[config.mk]
export PLATFORM = sky130hd
export DESIGN_NAME = gf26_inv_arbiter
export DESIGN_NICKNAME = d
export VERILOG_FILES = /design/src/rtl/gf26_inv_arbiter.sv
export SDC_FILE = /design/constraint.sdc
export NUM_CORES = 1
export LEC_CHECK = 0
export ABC_AREA = 1
export CORE_MARGIN = 2
export CORE_UTILIZATION = 43
export DETAILED_ROUTE_END_ITERATION = 8
export PLACE_DENSITY = 0.86
export REMOVE_ABC_BUFFERS = 1
export SYNTH_ARGS = -nofsm -noshare
export SYNTH_HDL_FRONTEND = slang
export SYNTH_SLANG_ARGS = --single-unit
[constraint.sdc]
create_clock -name clk -period 1.75 [get_ports clk]
set_input_delay 0.2625 -clock clk [delete_from_list [all_inputs] [get_ports clk]]
set_output_delay 0.2625 -clock clk [all_outputs]
set_load 0.03 [all_outputs]
[src/rtl/gf26_inv_arbiter.sv]
// Shares one gf26_inverse unit among N_REQ requesters with round-robin arbitration and watchdog abort.
// Latency: winner latched on the request edge, ISSUE next cycle, done one cycle after inv_finish is seen high (or TIMEOUT abort).
// Backpressure: requesters hold req/req_x until their done pulse; losers simply wait, the unit is never overdriven.
// Optional GF26_ZERO_BYPASS_EN: a zero operand is answered immediately with resp_err=1 without starting the unit.
module gf26_inv_arbiter #(
  parameter int N_REQ   = 4,
  parameter int ID_W    = $clog2(N_REQ),
  parameter int TIMEOUT = 255
) (
  input  logic               clk,
  input  logic               resetN,
  input  logic [N_REQ-1:0]   req,
  input  logic [6*N_REQ-1:0] req_x,
  output logic [N_REQ-1:0]   gnt,
  output logic [N_REQ-1:0]   done,
  output logic [5:0]         resp_z,
  output logic [ID_W-1:0]    resp_id,
  output logic               resp_err,
  output logic               busy,
  output logic               inv_start,
  output logic [5:0]         inv_x,
  input  logic               inv_finish,
  input  logic [5:0]         inv_z
);

  typedef enum logic [2:0] {IDLE, ISSUE, WAIT_CLR, WAIT_SET, RESP} state_t;

  state_t            state;
  state_t            state_nxt;
  logic [ID_W-1:0]   id;
  logic [ID_W-1:0]   rr_ptr;
  logic [ID_W-1:0]   win_id;
  logic [ID_W:0]     scan;
  logic              win_vld;
  logic [N_REQ-1:0]  mask;
  logic [N_REQ-1:0]  elig;
  logic [5:0]        op_x;
  logic [5:0]        win_x;
  logic [7:0]        timer;
  logic              tmo;
  logic              zero_win;

  // the requester just answered is masked for one IDLE cycle to cover its registered req drop
  assign elig  = req & ~mask;
  assign win_x = req_x[int'(win_id)*6 +: 6];
  assign tmo   = (timer == 8'(TIMEOUT));
  assign inv_x = op_x;

`ifdef GF26_ZERO_BYPASS_EN
  assign zero_win = (win_x == 6'd0);
`else
  assign zero_win = 1'b0;
`endif

  // round-robin scan starting at rr_ptr; descending loop so the closest eligible index wins
  always_comb begin
    win_vld = 1'b0;
    win_id  = '0;
    scan    = '0;
    for (int i = N_REQ - 1; i >= 0; i--) begin
      scan = {1'b0, rr_ptr} + (ID_W+1)'(i);
      if (scan >= (ID_W+1)'(N_REQ)) begin
        scan = scan - (ID_W+1)'(N_REQ);
      end
      if (elig[scan[ID_W-1:0]]) begin
        win_vld = 1'b1;
        win_id  = scan[ID_W-1:0];
      end
    end
  end

  // next-state and decoded outputs; inv_start only in ISSUE so the unit always sees a clean rising edge
  always_comb begin
    state_nxt = state;
    gnt       = '0;
    done      = '0;
    resp_id   = '0;
    busy      = 1'b1;
    inv_start = 1'b0;
    case (state)
      IDLE: begin
        busy = 1'b0;
        if (win_vld) begin
          state_nxt = zero_win ? RESP : ISSUE;
        end
      end
      ISSUE: begin
        gnt[id]   = 1'b1;
        inv_start = 1'b1;
        state_nxt = WAIT_CLR;
      end
      WAIT_CLR: begin
        gnt[id] = 1'b1;
        if (tmo) begin
          state_nxt = RESP;
        end else if (!inv_finish) begin
          state_nxt = WAIT_SET;
        end
      end
      WAIT_SET: begin
        gnt[id] = 1'b1;
        if (inv_finish || tmo) begin
          state_nxt = RESP;
        end
      end
      RESP: begin
        gnt[id]   = 1'b1;
        done[id]  = 1'b1;
        resp_id   = id;
        state_nxt = IDLE;
      end
      default: state_nxt = IDLE;
    endcase
  end

  // state register
  always_ff @(posedge clk) begin
    if (!resetN) begin
      state <= IDLE;
    end else begin
      state <= state_nxt;
    end
  end

  // transaction datapath: winner capture, watchdog timer, result capture, round-robin update
  always_ff @(posedge clk) begin
    if (!resetN) begin
      id       <= '0;
      op_x     <= '0;
      timer    <= '0;
      rr_ptr   <= '0;
      mask     <= '0;
      resp_z   <= '0;
      resp_err <= 1'b0;
    end else begin
      case (state)
        IDLE: begin
          mask <= '0;
          if (win_vld) begin
            id    <= win_id;
            op_x  <= win_x;
            timer <= '0;
            if (zero_win) begin
              resp_z   <= '0;
              resp_err <= 1'b1;
            end
          end
        end
        WAIT_CLR: begin
          if (tmo) begin
            resp_z   <= '0;
            resp_err <= 1'b1;
          end else begin
            timer <= timer + 8'd1;
          end
        end
        WAIT_SET: begin
          // a valid result on the same cycle as the timeout is still delivered
          if (inv_finish) begin
            resp_z   <= inv_z;
            resp_err <= 1'b0;
          end else if (tmo) begin
            resp_z   <= '0;
            resp_err <= 1'b1;
          end else begin
            timer <= timer + 8'd1;
          end
        end
        RESP: begin
          rr_ptr <= (id == ID_W'(N_REQ - 1)) ? '0 : id + 1'b1;
          mask   <= {{(N_REQ-1){1'b0}}, 1'b1} << id;
        end
        default: ;
      endcase
    end
  end

endmodule

### Word level (Yosys, flattened, before mapping)

Index checks and enable logic that the tools add are counted.

| storage, ports and cells | value |
|---|---|
| word-level logic and storage cells | 96 |
| flip-flop bits (word level) | 32 |
| output and inout port bits | 25 |

| cells by class | value |
|---|---|
| reduce and logical (&&, ||, !) cells | 10 |
| multiply operators | 1 |
| add/sub/neg operators | 9 |
| magnitude comparators | 10 |
| equal/unequal tests | 10 |
| shift operators | 2 |
| multiplexer cells | 44 |
| bitwise logic cells | 2 |

Operators by type and width:

| operator | number |
|---|---|
| $mux 8 | 3 |
| $pmux 8 s3 | 1 |
| $shiftx 24x6->6 | 1 |
| $mux 2 | 10 |
| $lt 2x3->1 const B | 5 |
| $mux 1 | 13 |
| $mux 3 | 4 |
| $mux 6 | 2 |
| $pmux 3 s4 | 1 |
| $pmux 6 s2 | 1 |
| $ge 3x3->1 const B | 3 |
| $add 8x1->8 const B | 1 |
| $bmux 1 s2 | 4 |
| $eq 8x8->1 const B | 1 |
| $mux 4 | 2 |
| $pmux 4 s2 | 1 |
| $sub 2x1->2 const B | 4 |
| $add 2x2->3 const B | 2 |
| $eq 3x2->1 const B | 2 |
| $ne 2x2->1 const B | 3 |
| $reduce_and 3->1 | 2 |
| $and 4x4->4 | 1 |
| $mul 2x2->4 const B | 1 |
| $not 4->4 | 1 |
| other kinds (18) | 19 |

### Longest topological paths before layout

Gate-level depths: netlist of the first run.

| depth | value |
|---|---|
| word-level depth | 11 |
| gate-level depth with buffers | 18 |
| mapped depth without buffers | 16 |

### Worst setup path before layout of the first run

OpenSTA, ideal clock, no wires.

| timing | value |
|---|---|
| path kind | register -> output |
| from | register state[0] |
| to | output gnt[0] |
| required time | 1.487 ns |
| arrival time | 1.649 ns |
| cell stages (with the launch flop) | 6 |
| setup slack | -0.161 ns |
| path buffers | 0 |
| path through | dfxtp_1 -> inv_1 -> nor3_1 -> nand3b_1 -> nand2_1 -> inv_1 |

| on the way | value |
|---|---|
| cells in the longest elaborated chain, start to end | 3 |
| elaborated cells between the ends (all ways) | 6 |
| those cells by class | 4 x eq/ne; 1 x mux; 1 x reduce/logical |

RTL lines:

| element | line | RTL |
|---|---|---|
| start, declared | 28 | `state_t state;` |
| start signal, assigned | 121 | `state <= state_nxt;` |
| $eq 3x2->1, or another cell as far along | 80 | `case (state)` |
| $reduce_or 4->1 (no line) (*) | n/a |  |
| $mux 4 (*) | n/a |  |
| end, declared | 14 | `output logic [N_REQ-1:0] gnt,` |

Mark *: on every way between the ends. The rest lies on a longest branch, timed or not.

### Worst setup path after layout of the first run

| timing | value |
|---|---|
| from | register rr_ptr[0] |
| to | register timer[1] |

| on the way | value |
|---|---|
| cells in the longest elaborated chain, start to end | 11 |
| elaborated cells between the ends (all ways) | 29 |
| those cells by class | 7 x add/sub; 4 x order compare; 1 x eq/ne; 16 x mux; 1 x reduce/logical |

RTL lines:

| element | line | RTL |
|---|---|---|
| start, declared | 31 | `logic [ID_W-1:0] rr_ptr;` |
| start signal, assigned | 170 | `rr_ptr <= (id == ID_W'(N_REQ - 1)) ? '0 : id + 1'b1;` |
| $add 2x2->3 | 61 | `scan = {1'b0, rr_ptr} + (ID_W+1)'(i);` |
| $ge 3x3->1 or $sub 2x1->2 (tied branches) | 62, 63 |  |
| $mux 2 | 62 | `if (scan >= (ID_W+1)'(N_REQ)) begin` |
| $bmux 1 s2 | 65 | `if (elig[scan[ID_W-1:0]]) begin` |
| $mux 1 (not written as such) | 65 |  |
| $mux 1 (3 in series) | 65 |  |
| $mux 1 (*) | 65 |  |
| $ne 2x2->1 (no line) (*) | n/a |  |
| $reduce_and 3->1 (no line) (*) | n/a |  |
| end signal, assigned | 154 | `timer <= timer + 8'd1;` |
| end signal, assigned | 166 | `timer <= timer + 8'd1;` |
| end, declared | 39 | `logic [7:0] timer;` |

Mark *: on every way between the ends. The rest lies on a longest branch, timed or not. The select of a mux whose other input is x is not followed.
A chain may end at the register's enable or synchronous reset.

==> results of run 1 <==
-- per-layer routing --
metal | part of all wire (%) | wire [um]
met1 | 45 | 2570
met4 | 0.82 | 47
met2 | 51 | 2920
met5 | 0 | 0
met3 | 3.1 | 180
-- timing repair --
| action | in CTS | in global routing |
|---|---|---|
| gates cloned | 1 | 2 |
| gates resized for setup | 22 | 52 |
| pin swaps | 7 | 28 |
| setup buffers | 0 | 10 |
| endpoints found under the setup margin | 24 | 29 |
-- Yosys cell counts (all sizes together) --
library cell	count	share of area (%)
nand3	38	9.6
nand2	84	18
clkinv	2	0.36
a2111oi	1	0.42
o21a	10	3.6
xor2	2	0.84
inv	60	11
nand3b	1	0.36
a211oi	5	2.0
buf	7	2.7
xnor2	2	1.2
nand4	2	0.60
nor3	4	0.96
o221a	6	3.3
a21oi	10	2.6
ha	5	3.0
nor2	34	6.9
dfxtp	32	31
o21ai	7	1.7
-- stage by stage --
step	utilization [%]	total power, mW	setup TNS (ns)	area [um^2]
final	69.5	4.39	-0.203	3260
after global routing	69.5	4.70	-1.95	3260
after floorplan	-	2.45	-0.645	2020
after global placement	60.7	3.28	-2.70	2850
after detailed placement	60.7	3.34	-4.32	2850
after CTS	63.7	3.93	0	2990
-- state kept, by name, summed over array words and instances, names as in the netlist --
register and cells:
rr_ptr 2, timer 8, state 3, inv_x 6
id 2, resp_err 1, resp_z 6, mask 4
-- cells by family after synthesis --
group / count (synthesis) / synth area share, %
buffers and inverters: 69 / 14.3
flip-flops: 32 / 30.8
AND/OR/NAND/NOR: 163 / 36.2
XOR/XNOR: 4 / 2.05
AO/OA/AOI/OAI: 39 / 13.6
adder cells (fa/ha/maj): 5 / 3.01
-- power by group through the flow --
stage	Clock [mW]	Combinational, mW	Sequential [mW]
floorplan	0	1.27	1.18
global placement	0	2.26	1.02
detailed placement	0	2.32	1.02
CTS	0.535	2.37	1.02
global route	0.567	3.05	1.08
finish	0.523	2.80	1.06
-- tightest hold or removal path: cells and delay by family (launching register included) --
| family | cells | cell delay [ns] |
|---|---|---|
| buffers and inverters | 1 | 0.05 |
| AO/OA/AOI/OAI | 1 | 0.05 |
| flip-flops | 1 | 0.31 |
-- cell type report --
| class | count | area (um^2) | share of cell area [%] |
|---|---|---|---|
| multi-input cells | 211 | 1310 | 40.3 |
| clock buffers | 6 | 72.6 | 2.23 |
| repair inverters | 2 | 8.76 | 0.269 |
| flip-flops and latches | 32 | 656 | 20.1 |
| repair buffers | 92 | 881 | 27.0 |
| inverters | 62 | 256 | 7.87 |
| well taps | 54 | 67.6 | 2.07 |
| clock inverters | 1 | 5.00 | 0.153 |
-- worst paths after layout --
kind | start | endpoint | slack [ns] | depth (start not counted)
worst min-delay path | timer[4] | timer[4] | 0.45 | 2
worst min register to register | timer[4] | timer[4] | 0.45 | 2
worst max register to register | rr_ptr[0] | timer[1] | -0.05 | 13
worst max-delay path | rr_ptr[0] | timer[1] | -0.05 | 13
==> impl_results.html, run 1 <==
<table>
<tr><th>Metric</th><th>Value</th></tr>
<tr><th colspan="2">Layout</th></tr>
<tr><td>Final cell count without fillers</td><td>460</td></tr>
<tr><td>Antenna cell count</td><td>0</td></tr>
<tr><td>Area growth from synthesis to final layout</td><td>56.9%</td></tr>
<tr><td>Most frequent cells in the layout</td><td>nand2_1, inv_1, clkdlybuf4s50_1</td></tr>
<tr><td>Ratio of cells with drive above 1 in the final layout</td><td>31.0%</td></tr>
<tr><td>Most frequent standard cell in the layout excluding fill and tap cells</td><td>nand2_1</td></tr>
<tr><td>Number of filler cells placed in the layout</td><td>365</td></tr>
<tr><td># nets final</td><td>448</td></tr>
<tr><th colspan="2">Outcome</th></tr>
<tr><td>Failing checks</td><td>negative setup slack</td></tr>
<tr><td>Result of the run</td><td>complete, but fails checks</td></tr>
<tr><th colspan="2">Power and ir drop</th></tr>
<tr><td>Static Leakage</td><td>1.50 nW</td></tr>
<tr><td>Switch Pwr</td><td>2.00 mW</td></tr>
<tr><td>Max rail drop VDD</td><td>1050 uV</td></tr>
<tr><td>Cell Int Power</td><td>2.38 mW</td></tr>
<tr><td>Part of the total power dissipated in sequential elements</td><td>24.1%</td></tr>
<tr><td>Proportion of total power due to net switching</td><td>45.7%</td></tr>
<tr><td>Pwr dens</td><td>1350 mW/mm^2</td></tr>
<tr><td>Logic gate share of total power</td><td>63.9%</td></tr>
<tr><td>Proportion of power drawn by the clock network</td><td>11.9%</td></tr>
<tr><th colspan="2">Floorplanning</th></tr>
<tr><td>Area of the core region</td><td>0.00469 mm^2</td></tr>
<tr><td>Die ar.</td><td>0.00541 mm^2</td></tr>
<tr><td>Y dimension of the die</td><td>73.5 um</td></tr>
<tr><td>Horizontal die dimension</td><td>73.5 um</td></tr>
<tr><td>Initial core utilization</td><td>44.3%</td></tr>
<tr><td>Site Rows</td><td>25</td></tr>
<tr><td>I/O Pins</td><td>62</td></tr>
<tr><th colspan="2">Worst setup path</th></tr>
<tr><td>Worst Path Required</td><td>1.95 ns</td></tr>
<tr><td>Crit-path max FO</td><td>6</td></tr>
<tr><td>Worst path most repeated cell</td><td>nand2_2</td></tr>
<tr><td>Worst EP arrival</td><td>2.00 ns</td></tr>
<tr><td>Cell with the largest stage delay on the worst path</td><td>dfxtp_2</td></tr>
<tr><td>Slowest stage delay, CP</td><td>0.37 ns</td></tr>
<tr><td>Kind of capture point of the worst setup path</td><td>register</td></tr>
<tr><td>Crit Path Category</td><td>reg -&gt; reg</td></tr>
<tr><td>Startpoint type of the worst setup path</td><td>register</td></tr>
<tr><td>Number of buffers and inverters on the critical path</td><td>4</td></tr>
<tr><td>Cell chain of the critical path</td><td>buf_6 -&gt; inv_6 -&gt; nand3_1 -&gt; nand2_2 -&gt; nand2_2 -&gt; nand2_4 -&gt; nor2_4 -&gt; nand3_1 -&gt; nand2_2 -&gt; clkinv_4 -&gt; nor2_4 -&gt; inv_2 -&gt; a211oi_2</td></tr>
<tr><td>Critical path's top delay family</td><td>simple AND/OR/NAND/NOR gates</td></tr>
<tr><th colspan="2">Detailed routing</th></tr>
<tr><td>Detailed Routing Iterations Pass 1</td><td>4</td></tr>
<tr><td>Final routed wire length divided by cell count</td><td>12.4 um</td></tr>
<tr><td>Aggregate routed wire length</td><td>5.72 mm</td></tr>
<tr><td>Count of nets left with antenna violations after detail routing</td><td>0</td></tr>
<tr><td>Number of DRC violations after detailed routing</td><td>0</td></tr>
<tr><td>Count of vias placed by the detailed router</td><td>2285</td></tr>
<tr><td>Via/cell ratio</td><td>4.97</td></tr>
<tr><td>Initial detailed-routing violation count</td><td>103</td></tr>
<tr><th colspan="2">Placement</th></tr>
<tr><td>Sum of net half-perimeters after detailed placement</td><td>3.97 mm</td></tr>
<tr><td>Worst slack, placed</td><td>-0.290 ns</td></tr>
<tr><td>Number of buffers added on ports</td><td>61</td></tr>
<tr><td>Cell Count Post-Placement</td><td>440</td></tr>
<tr><td>Gp weighted congestion</td><td>0.831</td></tr>
<tr><th colspan="2">Clocking</th></tr>
<tr><td>Sinks on the clock net</td><td>32</td></tr>
<tr><td>Count of hold buffers inserted by post-cts repair</td><td>0</td></tr>
<tr><td>TritonCTS clock tree</td><td>built</td></tr>
<tr><td>Later-pin clock latency in the skew report</td><td>0.29 ns</td></tr>
<tr><td>Clock-pin transition on the worst setup and hold timing paths</td><td>0.07 ns</td></tr>
<tr><td>Number of H-tree levels</td><td>2</td></tr>
<tr><td>Number of buffers created by CTS</td><td>5</td></tr>
<tr><td>CTS root buffer</td><td>clkbuf_8</td></tr>
<tr><td>Maximum root-to-sink buffer count</td><td>2</td></tr>
<tr><th colspan="2">STA</th></tr>
<tr><td>Final Hold Viols</td><td>0</td></tr>
<tr><td>Maximum clock frequency</td><td>0.557 GHz</td></tr>
<tr><td>Hold slack final</td><td>0.454 ns</td></tr>
<tr><td>Normalized max-slew margin</td><td>79.3%</td></tr>
<tr><td>Final number of max-transition violations</td><td>0</td></tr>
<tr><td>Actual transition at the worst max-transition pin</td><td>0.303 ns</td></tr>
<tr><td>Minimum clock period</td><td>1.80 ns</td></tr>
<tr><td>Number of setup violations in the final report</td><td>11</td></tr>
<tr><td>Part of the cycle the worst path needs</td><td>103%</td></tr>
<tr><td>Setup Skew</td><td>0.0105 ns</td></tr>
<tr><td>Setup repair after global routing missed its margin</td><td>yes</td></tr>
<tr><td>Least setup slack across all paths after layout</td><td>-0.0468 ns</td></tr>
<tr><th colspan="2">Global route</th></tr>
<tr><td>Number of global-route vias before repair</td><td>2082</td></tr>
<tr><td>Total gr overflow</td><td>0</td></tr>
<tr><td>Met3 layer usage reported by global route</td><td>4.25%</td></tr>
<tr><td>Peak-usage layer in the global routing report</td><td>met2</td></tr>
<tr><td>Pin count of the biggest net entering global routing</td><td>15</td></tr>
<tr><td>First-pass GRT wire length</td><td>8.66 mm</td></tr>
<tr><td>Global Route met2 Usage</td><td>35.6%</td></tr>
<tr><td>Met1 routing resource usage after global routing</td><td>24.3%</td></tr>
<tr><td>Number of antenna violations at the first check in global routing</td><td>0</td></tr>
<tr><td>Overall global routing resource usage</td><td>20.0%</td></tr>
<tr><th colspan="2">Logic synthesis</th></tr>
<tr><td>Post-synthesis average cell area</td><td>6.66 um^2</td></tr>
<tr><td>Cell area after technology mapping</td><td>0.00208 mm^2</td></tr>
<tr><td>Register bit total from synthesis</td><td>32</td></tr>
<tr><td>Sequential fraction of the synthesis area</td><td>30.8%</td></tr>
<tr><td>Synth cell types</td><td>34</td></tr>
<tr><td>Synthesized instance count</td><td>312</td></tr>
<tr><td>Synth warn</td><td>0</td></tr>
<tr><th colspan="2">Worst hold path</th></tr>
<tr><td>Type of the worst min-delay path</td><td>reg -&gt; reg</td></tr>
<tr><th colspan="2">Job</th></tr>
<tr><td>Maxcap violations</td><td>0</td></tr>
</table>
Note: power is estimated with default switching activity, not from simulation.
==> inputs of run 2 (changes only) <==
--- a/config.mk
+++ b/config.mk
@@ -9,7 +9,8 @@
 export CORE_MARGIN = 2
 export CORE_UTILIZATION = 43
 export DETAILED_ROUTE_END_ITERATION = 8
-export PLACE_DENSITY = 0.86
+export MAX_ROUTING_LAYER = met4
+export PLACE_DENSITY_LB_ADDON = 0.2
 export REMOVE_ABC_BUFFERS = 1
 export SYNTH_ARGS = -nofsm -noshare
 export SYNTH_HDL_FRONTEND = slang
==> run 2 against run 1 <==
Against the previous run: the run now ends clean; worst hold slack got worse by 0.0076 ns; non-clock buffer count decreased by 6; power decreased by 0.44%; register-to-register slack improved by 0.05 ns; final cell count decreased by 1.3%; clock-buffer cell count unchanged; wire length decreased by 5.8%; setup slack improved by 0.049 ns; global-route usage increased by 0.56 points; sequential power about the same; highest routed layer unchanged.
==> impl_results.html, run 2 (synthesis results as in run 1) <==
<table>
<tr><th>Metric</th><th>Value</th></tr>
<tr><th colspan="2">Floorplanning</th></tr>
<tr><td>Area of the core region</td><td>0.00469 mm^2 (unchanged)</td></tr>
<tr><td>Site Rows</td><td>25 (unchanged)</td></tr>
<tr><td>Initial core utilization</td><td>44.3% (unchanged)</td></tr>
<tr><td>I/O Pins</td><td>62 (unchanged)</td></tr>
<tr><td>Y dimension of the die</td><td>73.5 um (unchanged)</td></tr>
<tr><td>Die ar.</td><td>0.00541 mm^2 (unchanged)</td></tr>
<tr><td>Horizontal die dimension</td><td>73.5 um (unchanged)</td></tr>
<tr><th colspan="2">Power and ir drop</th></tr>
<tr><td>Pwr dens</td><td>1340 mW/mm^2 (-0.48%)</td></tr>
<tr><td>Total Power</td><td>4.37 mW (-0.44%)</td></tr>
<tr><td>Static Leakage</td><td>1.50 nW (-0.59%)</td></tr>
<tr><td>Max rail drop VDD</td><td>895 uV (-15%)</td></tr>
<tr><th colspan="2">STA</th></tr>
<tr><td>Normalized max-slew margin</td><td>72.2% (-7.1 points)</td></tr>
<tr><td>Final TNS setup</td><td>0 ns (+0.203 ns)</td></tr>
<tr><td>Actual transition at the worst max-transition pin</td><td>0.407 ns (+0.104 ns)</td></tr>
<tr><td>Hold slack final</td><td>0.446 ns (-0.00761 ns)</td></tr>
<tr><td>Setup repair after global routing missed its margin</td><td>yes</td></tr>
<tr><td>Number of setup violations in the final report</td><td>0 (-11)</td></tr>
<tr><td>Final Hold Viols</td><td>0 (unchanged)</td></tr>
<tr><td>Part of the cycle the worst path needs</td><td>99.9% (-2.8 points)</td></tr>
<tr><td>Minimum clock period</td><td>1.75 ns (-0.0487 ns)</td></tr>
<tr><td>Final number of max-transition violations</td><td>0 (unchanged)</td></tr>
<tr><td>Setup Skew</td><td>0.00408 ns (-0.00646 ns)</td></tr>
<tr><td>Maximum clock frequency</td><td>0.572 GHz (+2.8%)</td></tr>
<tr><th colspan="2">Worst setup path</th></tr>
<tr><td>Crit-path max FO</td><td>8 (+2)</td></tr>
<tr><td>Worst EP arrival</td><td>1.94 ns (-0.06 ns)</td></tr>
<tr><td>Startpoint type of the worst setup path</td><td>register</td></tr>
<tr><td>Worst Path Required</td><td>1.94 ns (about the same)</td></tr>
<tr><td>Crit Path Category</td><td>reg -&gt; reg</td></tr>
<tr><td>Kind of capture point of the worst setup path</td><td>register</td></tr>
<tr><th colspan="2">Layout</th></tr>
<tr><td>Ratio of cells with drive above 1 in the final layout</td><td>31.0% (-0.034 points)</td></tr>
<tr><td>Area growth from synthesis to final layout</td><td>57.0% (about the same)</td></tr>
<tr><td>Most frequent standard cell in the layout excluding fill and tap cells</td><td>nand2_1</td></tr>
<tr><td># nets final</td><td>441 (-1.6%)</td></tr>
<tr><td>Core Util, Final</td><td>69.5% (about the same)</td></tr>
<tr><td>Antenna cell count</td><td>0 (unchanged)</td></tr>
<tr><td>Max FFs per register</td><td>8 (unchanged)</td></tr>
<tr><td>Most frequent cells in the layout</td><td>nand2_1, inv_1, clkdlybuf4s50_1</td></tr>
<tr><td>Register with the most flip-flops</td><td>timer</td></tr>
<tr><td>Final Cell Area</td><td>0.00326 mm^2 (about the same)</td></tr>
<tr><th colspan="2">Global route</th></tr>
<tr><td>Pin count of the biggest net entering global routing</td><td>15 (unchanged)</td></tr>
<tr><td>Number of global-route vias before repair</td><td>2048 (-1.6%)</td></tr>
<tr><td>Overall global routing resource usage</td><td>20.6% (+0.56 points)</td></tr>
<tr><td>First-pass GRT wire length</td><td>8.49 mm (-2.0%)</td></tr>
<tr><td>Number of antenna violations at the first check in global routing</td><td>0 (unchanged)</td></tr>
<tr><td>Total gr overflow</td><td>0 (unchanged)</td></tr>
<tr><th colspan="2">Placement</th></tr>
<tr><td>Gp weighted congestion</td><td>0.859 (+3.4%)</td></tr>
<tr><td>Post-Place Cell Area</td><td>0.00283 mm^2 (-0.70%)</td></tr>
<tr><td>Sum of net half-perimeters after detailed placement</td><td>3.83 mm (-3.6%)</td></tr>
<tr><td>Number of buffers added on ports</td><td>61 (unchanged)</td></tr>
<tr><th colspan="2">Clocking</th></tr>
<tr><td>TritonCTS clock tree</td><td>built</td></tr>
<tr><td>Clock-pin transition on the worst setup and hold timing paths</td><td>0.07 ns (about the same)</td></tr>
<tr><td>Number of buffers created by CTS</td><td>5 (unchanged)</td></tr>
<tr><td>Later-pin clock latency in the skew report</td><td>0.29 ns (about the same)</td></tr>
<tr><td>Count of hold buffers inserted by post-cts repair</td><td>0 (unchanged)</td></tr>
<tr><td>Sinks on the clock net</td><td>32 (unchanged)</td></tr>
<tr><td>Maximum root-to-sink buffer count</td><td>2 (unchanged)</td></tr>
<tr><td>Number of H-tree levels</td><td>2 (unchanged)</td></tr>
<tr><td>CTS root buffer</td><td>clkbuf_8</td></tr>
<tr><th colspan="2">Detailed routing</th></tr>
<tr><td>Number of DRC violations after detailed routing</td><td>0 (unchanged)</td></tr>
<tr><td>Met3 wirelength from detailed routing</td><td>233 um (+29%)</td></tr>
<tr><td>Highest metal layer with signal wires</td><td>met4</td></tr>
<tr><td>Count of vias placed by the detailed router</td><td>2242 (-1.9%)</td></tr>
<tr><td>Initial detailed-routing violation count</td><td>108 (+4.9%)</td></tr>
<tr><td>Via/cell ratio</td><td>4.94 (-0.59%)</td></tr>
<tr><td>Aggregate routed wire length</td><td>5.39 mm (-5.8%)</td></tr>
<tr><td>Metal2 WL</td><td>2.79 mm (-4.7%)</td></tr>
<tr><td>Count of nets left with antenna violations after detail routing</td><td>0 (unchanged)</td></tr>
<tr><td>Final routed wire length divided by cell count</td><td>11.9 um (-4.5%)</td></tr>
<tr><td>Detailed Routing Iterations Pass 1</td><td>4 (unchanged)</td></tr>
<tr><td>Met1 Routed Length</td><td>2.31 mm (-10%)</td></tr>
<tr><th colspan="2">Worst hold path</th></tr>
<tr><td>Type of the worst min-delay path</td><td>reg -&gt; reg</td></tr>
<tr><th colspan="2">Outcome</th></tr>
<tr><td>Result of the run</td><td>complete, no violations</td></tr>
<tr><th colspan="2">Job</th></tr>
<tr><td>Maxcap violations</td><td>0 (unchanged)</td></tr>
</table>
-- run 2: cell types whose count changed in the layout (fill, tap and decap cells not counted), moves of 2 or more --
cell	delta
buf_4	-8
buf_6	+4
inv_2	-2
nand2_1	-2
nand2_4	+4
nor2_1	-4
nor2_4	+3
-- run 2: where the power goes --
part	switching [mW]	internal, mW	leakage [nW]	total, mW
Sequential	0.141	0.908	0.264	1.05
Clock	0.283	0.422	0.0552	0.705
Combinational	1.55	1.06	1.18	2.61
Total	1.97	2.39	1.50	4.37
-- run 2: path summary, 6_finish.rpt --
check | from | endpoint | slack (ns) | cells after the start
setup / recovery | rr_ptr[0] | inv_x[1] | 0.002 | 16
hold reg to reg | timer[4] | timer[4] | 0.45 | 2
hold / removal | timer[4] | timer[4] | 0.45 | 2
setup reg to reg | rr_ptr[0] | inv_x[1] | 0.002 | 16
-- run 2: critical path, cell delays in order (launching register included) --
cell and delay (ns):
dfxtp_2 0.33, buf_4 0.14, inv_6 0.06, nand3_2 0.07, nand2_2 0.10, nand2_2 0.07, nand2_2 0.09, inv_4 0.06
nand2_2 0.07, nand2_2 0.06, nand2_4 0.13, buf_6 0.15, nand3_1 0.08, nand3_1 0.09, nand3_1 0.07, nand2_1 0.06
inv_1 0.03
-- run 2: metrics by stage --
| step | cells | setup slack, ns |
|---|---|---|
| floorplan | 305 | -0.161 |
| global placement | 439 | -0.228 |
| detailed placement | 439 | -0.280 |
| CTS | 450 | 0.00666 |
| global route | 454 | -0.124 |
| finish | 454 | 0.00186 |
-- run 2: layer usage --
layer  vias to the layer above  track usage [%]
li1                       1159                -
met1                      1022             24.4
met2                        54             33.4
met3                         7             5.35
met4                         0             7.88
met5                         -                -
-- run 2: final cells by class --
type | count | area (um^2)
multi-input combinational | 212 | 1360
sequential | 32 | 653
inverter | 62 | 256
timing repair buffer | 86 | 821
tap | 54 | 67.6
clock inverter | 2 | 35.0
clock buffer | 6 | 72.6
fill | 410 | 1430
-- run 2: what timing repair did --
action / 4_1_cts / 5_1_grt
gates resized for setup: 22 / 63
hold endpoints to repair: 0 / 0
gates cloned: 1 / 0
setup endpoints to repair: 23 / 32
buffers inserted: 2 / 4
pin swaps: 8 / 25
==> inputs of run 3 (changes only) <==
--- a/config.mk
+++ b/config.mk
@@ -11,7 +11,6 @@
 export DETAILED_ROUTE_END_ITERATION = 8
 export MAX_ROUTING_LAYER = met4
 export PLACE_DENSITY_LB_ADDON = 0.2
-export REMOVE_ABC_BUFFERS = 1
 export SYNTH_ARGS = -nofsm -noshare
 export SYNTH_HDL_FRONTEND = slang
 export SYNTH_SLANG_ARGS = --single-unit
==> run 3 against run 2 <==
Against the previous run: combinational power increased by 7%; critical path type unchanged; fmax shrank 1.0%; clock-buffer cell count did not move; worst hold slack improved by 0.0028 ns; via count up 2.5%; clock power fell by 3.7%; sequential share of layout area fell by 0.48 points; design area increased by 2.8%; global-route usage rose by 1.1 points; sequential power is essentially flat; die area did not move; the run now ends with negative setup slack left; power increased by 3.5%; critical endpoint is now inv_x[4].
==> impl_results.html, run 3 (synthesis results as in run 1) <==
<table>
<tr><th>Metric</th><th>Value</th></tr>
<tr><th colspan="2">Detailed routing</th></tr>
<tr><td>Highest metal layer with signal wires</td><td>met4</td></tr>
<tr><td>Final routed wire length divided by cell count</td><td>12.1 um (+2.2%)</td></tr>
<tr><td>Number of DRC violations after detailed routing</td><td>0 (unchanged)</td></tr>
<tr><td>Met3 wirelength from detailed routing</td><td>222 um (-4.7%)</td></tr>
<tr><td>Count of nets left with antenna violations after detail routing</td><td>0 (unchanged)</td></tr>
<tr><td>Metal2 WL</td><td>2.83 mm (+1.6%)</td></tr>
<tr><td>Met1 Routed Length</td><td>2.49 mm (+7.8%)</td></tr>
<tr><td>Via/cell ratio</td><td>4.98 (+0.90%)</td></tr>
<tr><td>Initial detailed-routing violation count</td><td>77 (-29%)</td></tr>
<tr><td>Count of vias placed by the detailed router</td><td>2297 (+2.5%)</td></tr>
<tr><td>Detailed Routing Iterations Pass 1</td><td>4 (unchanged)</td></tr>
<tr><td>Aggregate routed wire length</td><td>5.59 mm (+3.8%)</td></tr>
<tr><th colspan="2">Clocking</th></tr>
<tr><td>Maximum root-to-sink buffer count</td><td>2 (unchanged)</td></tr>
<tr><td>Clock-pin transition on the worst setup and hold timing paths</td><td>0.07 ns (about the same)</td></tr>
<tr><td>Number of buffers created by CTS</td><td>5 (unchanged)</td></tr>
<tr><td>Number of H-tree levels</td><td>2 (unchanged)</td></tr>
<tr><td>Sinks on the clock net</td><td>32 (unchanged)</td></tr>
<tr><td>Later-pin clock latency in the skew report</td><td>0.28 ns (about the same)</td></tr>
<tr><td>TritonCTS clock tree</td><td>built</td></tr>
<tr><td>Count of hold buffers inserted by post-cts repair</td><td>0 (unchanged)</td></tr>
<tr><td>CTS root buffer</td><td>clkbuf_8</td></tr>
<tr><th colspan="2">Global route</th></tr>
<tr><td>First-pass GRT wire length</td><td>8.95 mm (+5.4%)</td></tr>
<tr><td>Total gr overflow</td><td>0 (unchanged)</td></tr>
<tr><td>Overall global routing resource usage</td><td>21.7% (+1.1 points)</td></tr>
<tr><td>Number of antenna violations at the first check in global routing</td><td>0 (unchanged)</td></tr>
<tr><td>Pin count of the biggest net entering global routing</td><td>15 (unchanged)</td></tr>
<tr><td>Number of global-route vias before repair</td><td>2139 (+4.4%)</td></tr>
<tr><th colspan="2">Floorplanning</th></tr>
<tr><td>Horizontal die dimension</td><td>73.5 um (unchanged)</td></tr>
<tr><td>Initial core utilization</td><td>44.3% (unchanged)</td></tr>
<tr><td>Y dimension of the die</td><td>73.5 um (unchanged)</td></tr>
<tr><td>I/O Pins</td><td>62 (unchanged)</td></tr>
<tr><td>Die ar.</td><td>0.00541 mm^2 (unchanged)</td></tr>
<tr><td>Area of the core region</td><td>0.00469 mm^2 (unchanged)</td></tr>
<tr><td>Site Rows</td><td>25 (unchanged)</td></tr>
<tr><th colspan="2">STA</th></tr>
<tr><td>Number of setup violations in the final report</td><td>7 (+7)</td></tr>
<tr><td>Least setup slack across all paths after layout</td><td>-0.0164 ns (-0.0182 ns)</td></tr>
<tr><td>Part of the cycle the worst path needs</td><td>101% (+1.0 points)</td></tr>
<tr><td>Hold slack final</td><td>0.449 ns (+0.00284 ns)</td></tr>
<tr><td>Minimum clock period</td><td>1.77 ns (+0.0182 ns)</td></tr>
<tr><td>Final number of max-transition violations</td><td>0 (unchanged)</td></tr>
<tr><td>Setup Skew</td><td>0.00645 ns (+0.00237 ns)</td></tr>
<tr><td>Final Hold Viols</td><td>0 (unchanged)</td></tr>
<tr><td>Normalized max-slew margin</td><td>76.3% (+4.1 points)</td></tr>
<tr><td>Maximum clock frequency</td><td>0.566 GHz (-1.0%)</td></tr>
<tr><td>Setup repair after global routing missed its margin</td><td>yes</td></tr>
<tr><td>Actual transition at the worst max-transition pin</td><td>0.347 ns (-0.0601 ns)</td></tr>
<tr><th colspan="2">Power and ir drop</th></tr>
<tr><td>Static Leakage</td><td>1.54 nW (+3.1%)</td></tr>
<tr><td>Max rail drop VDD</td><td>1160 uV (+30%)</td></tr>
<tr><td>Pwr dens</td><td>1350 mW/mm^2 (+0.66%)</td></tr>
<tr><td>Total Power</td><td>4.52 mW (+3.5%)</td></tr>
<tr><th colspan="2">Layout</th></tr>
<tr><td>Ratio of cells with drive above 1 in the final layout</td><td>32.7% (+1.7 points)</td></tr>
<tr><td>Most frequent cells in the layout</td><td>nand2_1, inv_1, clkdlybuf4s50_1</td></tr>
<tr><td>Area growth from synthesis to final layout</td><td>61.4%</td></tr>
<tr><td>Most frequent standard cell in the layout excluding fill and tap cells</td><td>nand2_1</td></tr>
<tr><td>Number of filler cells placed in the layout</td><td>366 (-11%)</td></tr>
<tr><td>Max FFs per register</td><td>8 (unchanged)</td></tr>
<tr><td>Antenna cell count</td><td>0 (unchanged)</td></tr>
<tr><td>Register with the most flip-flops</td><td>timer</td></tr>
<tr><td># nets final</td><td>448 (+1.6%)</td></tr>
<tr><th colspan="2">Job</th></tr>
<tr><td>Maxcap violations</td><td>0 (unchanged)</td></tr>
<tr><th colspan="2">Placement</th></tr>
<tr><td>Worst slack, placed</td><td>-0.294 ns (-0.0139 ns)</td></tr>
<tr><td>Gp weighted congestion</td><td>0.875 (+1.9%)</td></tr>
<tr><td>Sum of net half-perimeters after detailed placement</td><td>3.86 mm (+0.79%)</td></tr>
<tr><td>Number of buffers added on ports</td><td>61 (unchanged)</td></tr>
<tr><th colspan="2">Worst setup path</th></tr>
<tr><td>Crit Path Category</td><td>reg -&gt; reg</td></tr>
<tr><td>Worst Path Required</td><td>1.97 ns (+0.03 ns)</td></tr>
<tr><td>Worst EP arrival</td><td>1.99 ns (+0.05 ns)</td></tr>
<tr><td>Kind of capture point of the worst setup path</td><td>register</td></tr>
<tr><td>Crit-path max FO</td><td>7 (-1)</td></tr>
<tr><td>Startpoint type of the worst setup path</td><td>register</td></tr>
<tr><th colspan="2">Logic synthesis</th></tr>
<tr><td>Post-Synthesis Net Count</td><td>354</td></tr>
<tr><th colspan="2">Outcome</th></tr>
<tr><td>Result of the run</td><td>complete, but fails checks</td></tr>
<tr><td>Failing checks</td><td>negative setup slack</td></tr>
<tr><th colspan="2">Worst hold path</th></tr>
<tr><td>Type of the worst min-delay path</td><td>reg -&gt; reg</td></tr>
</table>
run 3: power breakdown:
| part | internal, mW | switching (mW) |
|---|---|---|
| Sequential | 0.909 | 0.155 |
| Clock | 0.422 | 0.257 |
| Combinational | 1.15 | 1.62 |
| Total | 2.48 | 2.04 |
run 3: final cells by class:
class	instances	area [um^2]	area share, %
Sequential cell	32	656	19.5
Inverter	62	259	7.72
Timing Repair Buffer	92	876	26.1
Multi-Input combinational cell	213	1390	41.4
Clock inverter	2	35.0	1.04
Clock buffer	6	72.6	2.16
Tap cell	54	67.6	2.01
run 3: what timing repair did:
| action | 4_1_cts | 5_1_grt |
|---|---|---|
| resized for setup | 44 | 42 |
| endpoints found under the setup margin | 25 | 30 |
| buffers inserted | 9 | 2 |
| gates cloned | 3 | 0 |
| pin swaps | 19 | 23 |
run 3: final timing paths:
| kind | startpoint | slack [ns] | end | cells past startpoint |
|---|---|---|---|---|
| setup / recovery | rr_ptr[0] | -0.02 | inv_x[4] | 14 |
| hold / removal | timer[4] | 0.45 | timer[4] | 2 |
| setup reg to reg | rr_ptr[0] | -0.02 | inv_x[4] | 14 |
| hold reg to reg | timer[4] | 0.45 | timer[4] | 2 |
run 3: layer usage:
metal / up-vias / global-route usage [%]
li1: 1176 / -
met1: 1047 / 26.1
met2: 67 / 37.2
met3: 7 / 4.12
met4: 0 / 5.45
met5: - / -
run 3: stage by stage:
| stage | setup TNS (ns) | cell area, um^2 | util [%] | cells |
|---|---|---|---|---|
| 3_5_place_dp | -3.82 | 2860 | 60.9 | 440 |
| 2_1_floorplan | 0 | 2080 | - | 312 |
| 5_1_grt | -1.63 | 3350 | 71.5 | 461 |
| 3_3_place_gp | -3.28 | 2860 | 60.9 | 440 |
| 4_1_cts | -0.0138 | 3210 | 68.4 | 459 |
| 6_report | -0.0513 | 3350 | 71.5 | 461 |
run 3: critical path, stage by stage (launching register included):
cell	delay [ns]
dfxtp_4	0.45
inv_8	0.06
nand3_4	0.07
nand2_2	0.07
buf_6	0.12
o21ai_4	0.16
nand2_2	0.09
nand2_4	0.11
nand2_8	0.09
buf_6	0.14
nand3_1	0.07
nand3_2	0.07
nand3_1	0.08
nand2_1	0.05
inv_1	0.05
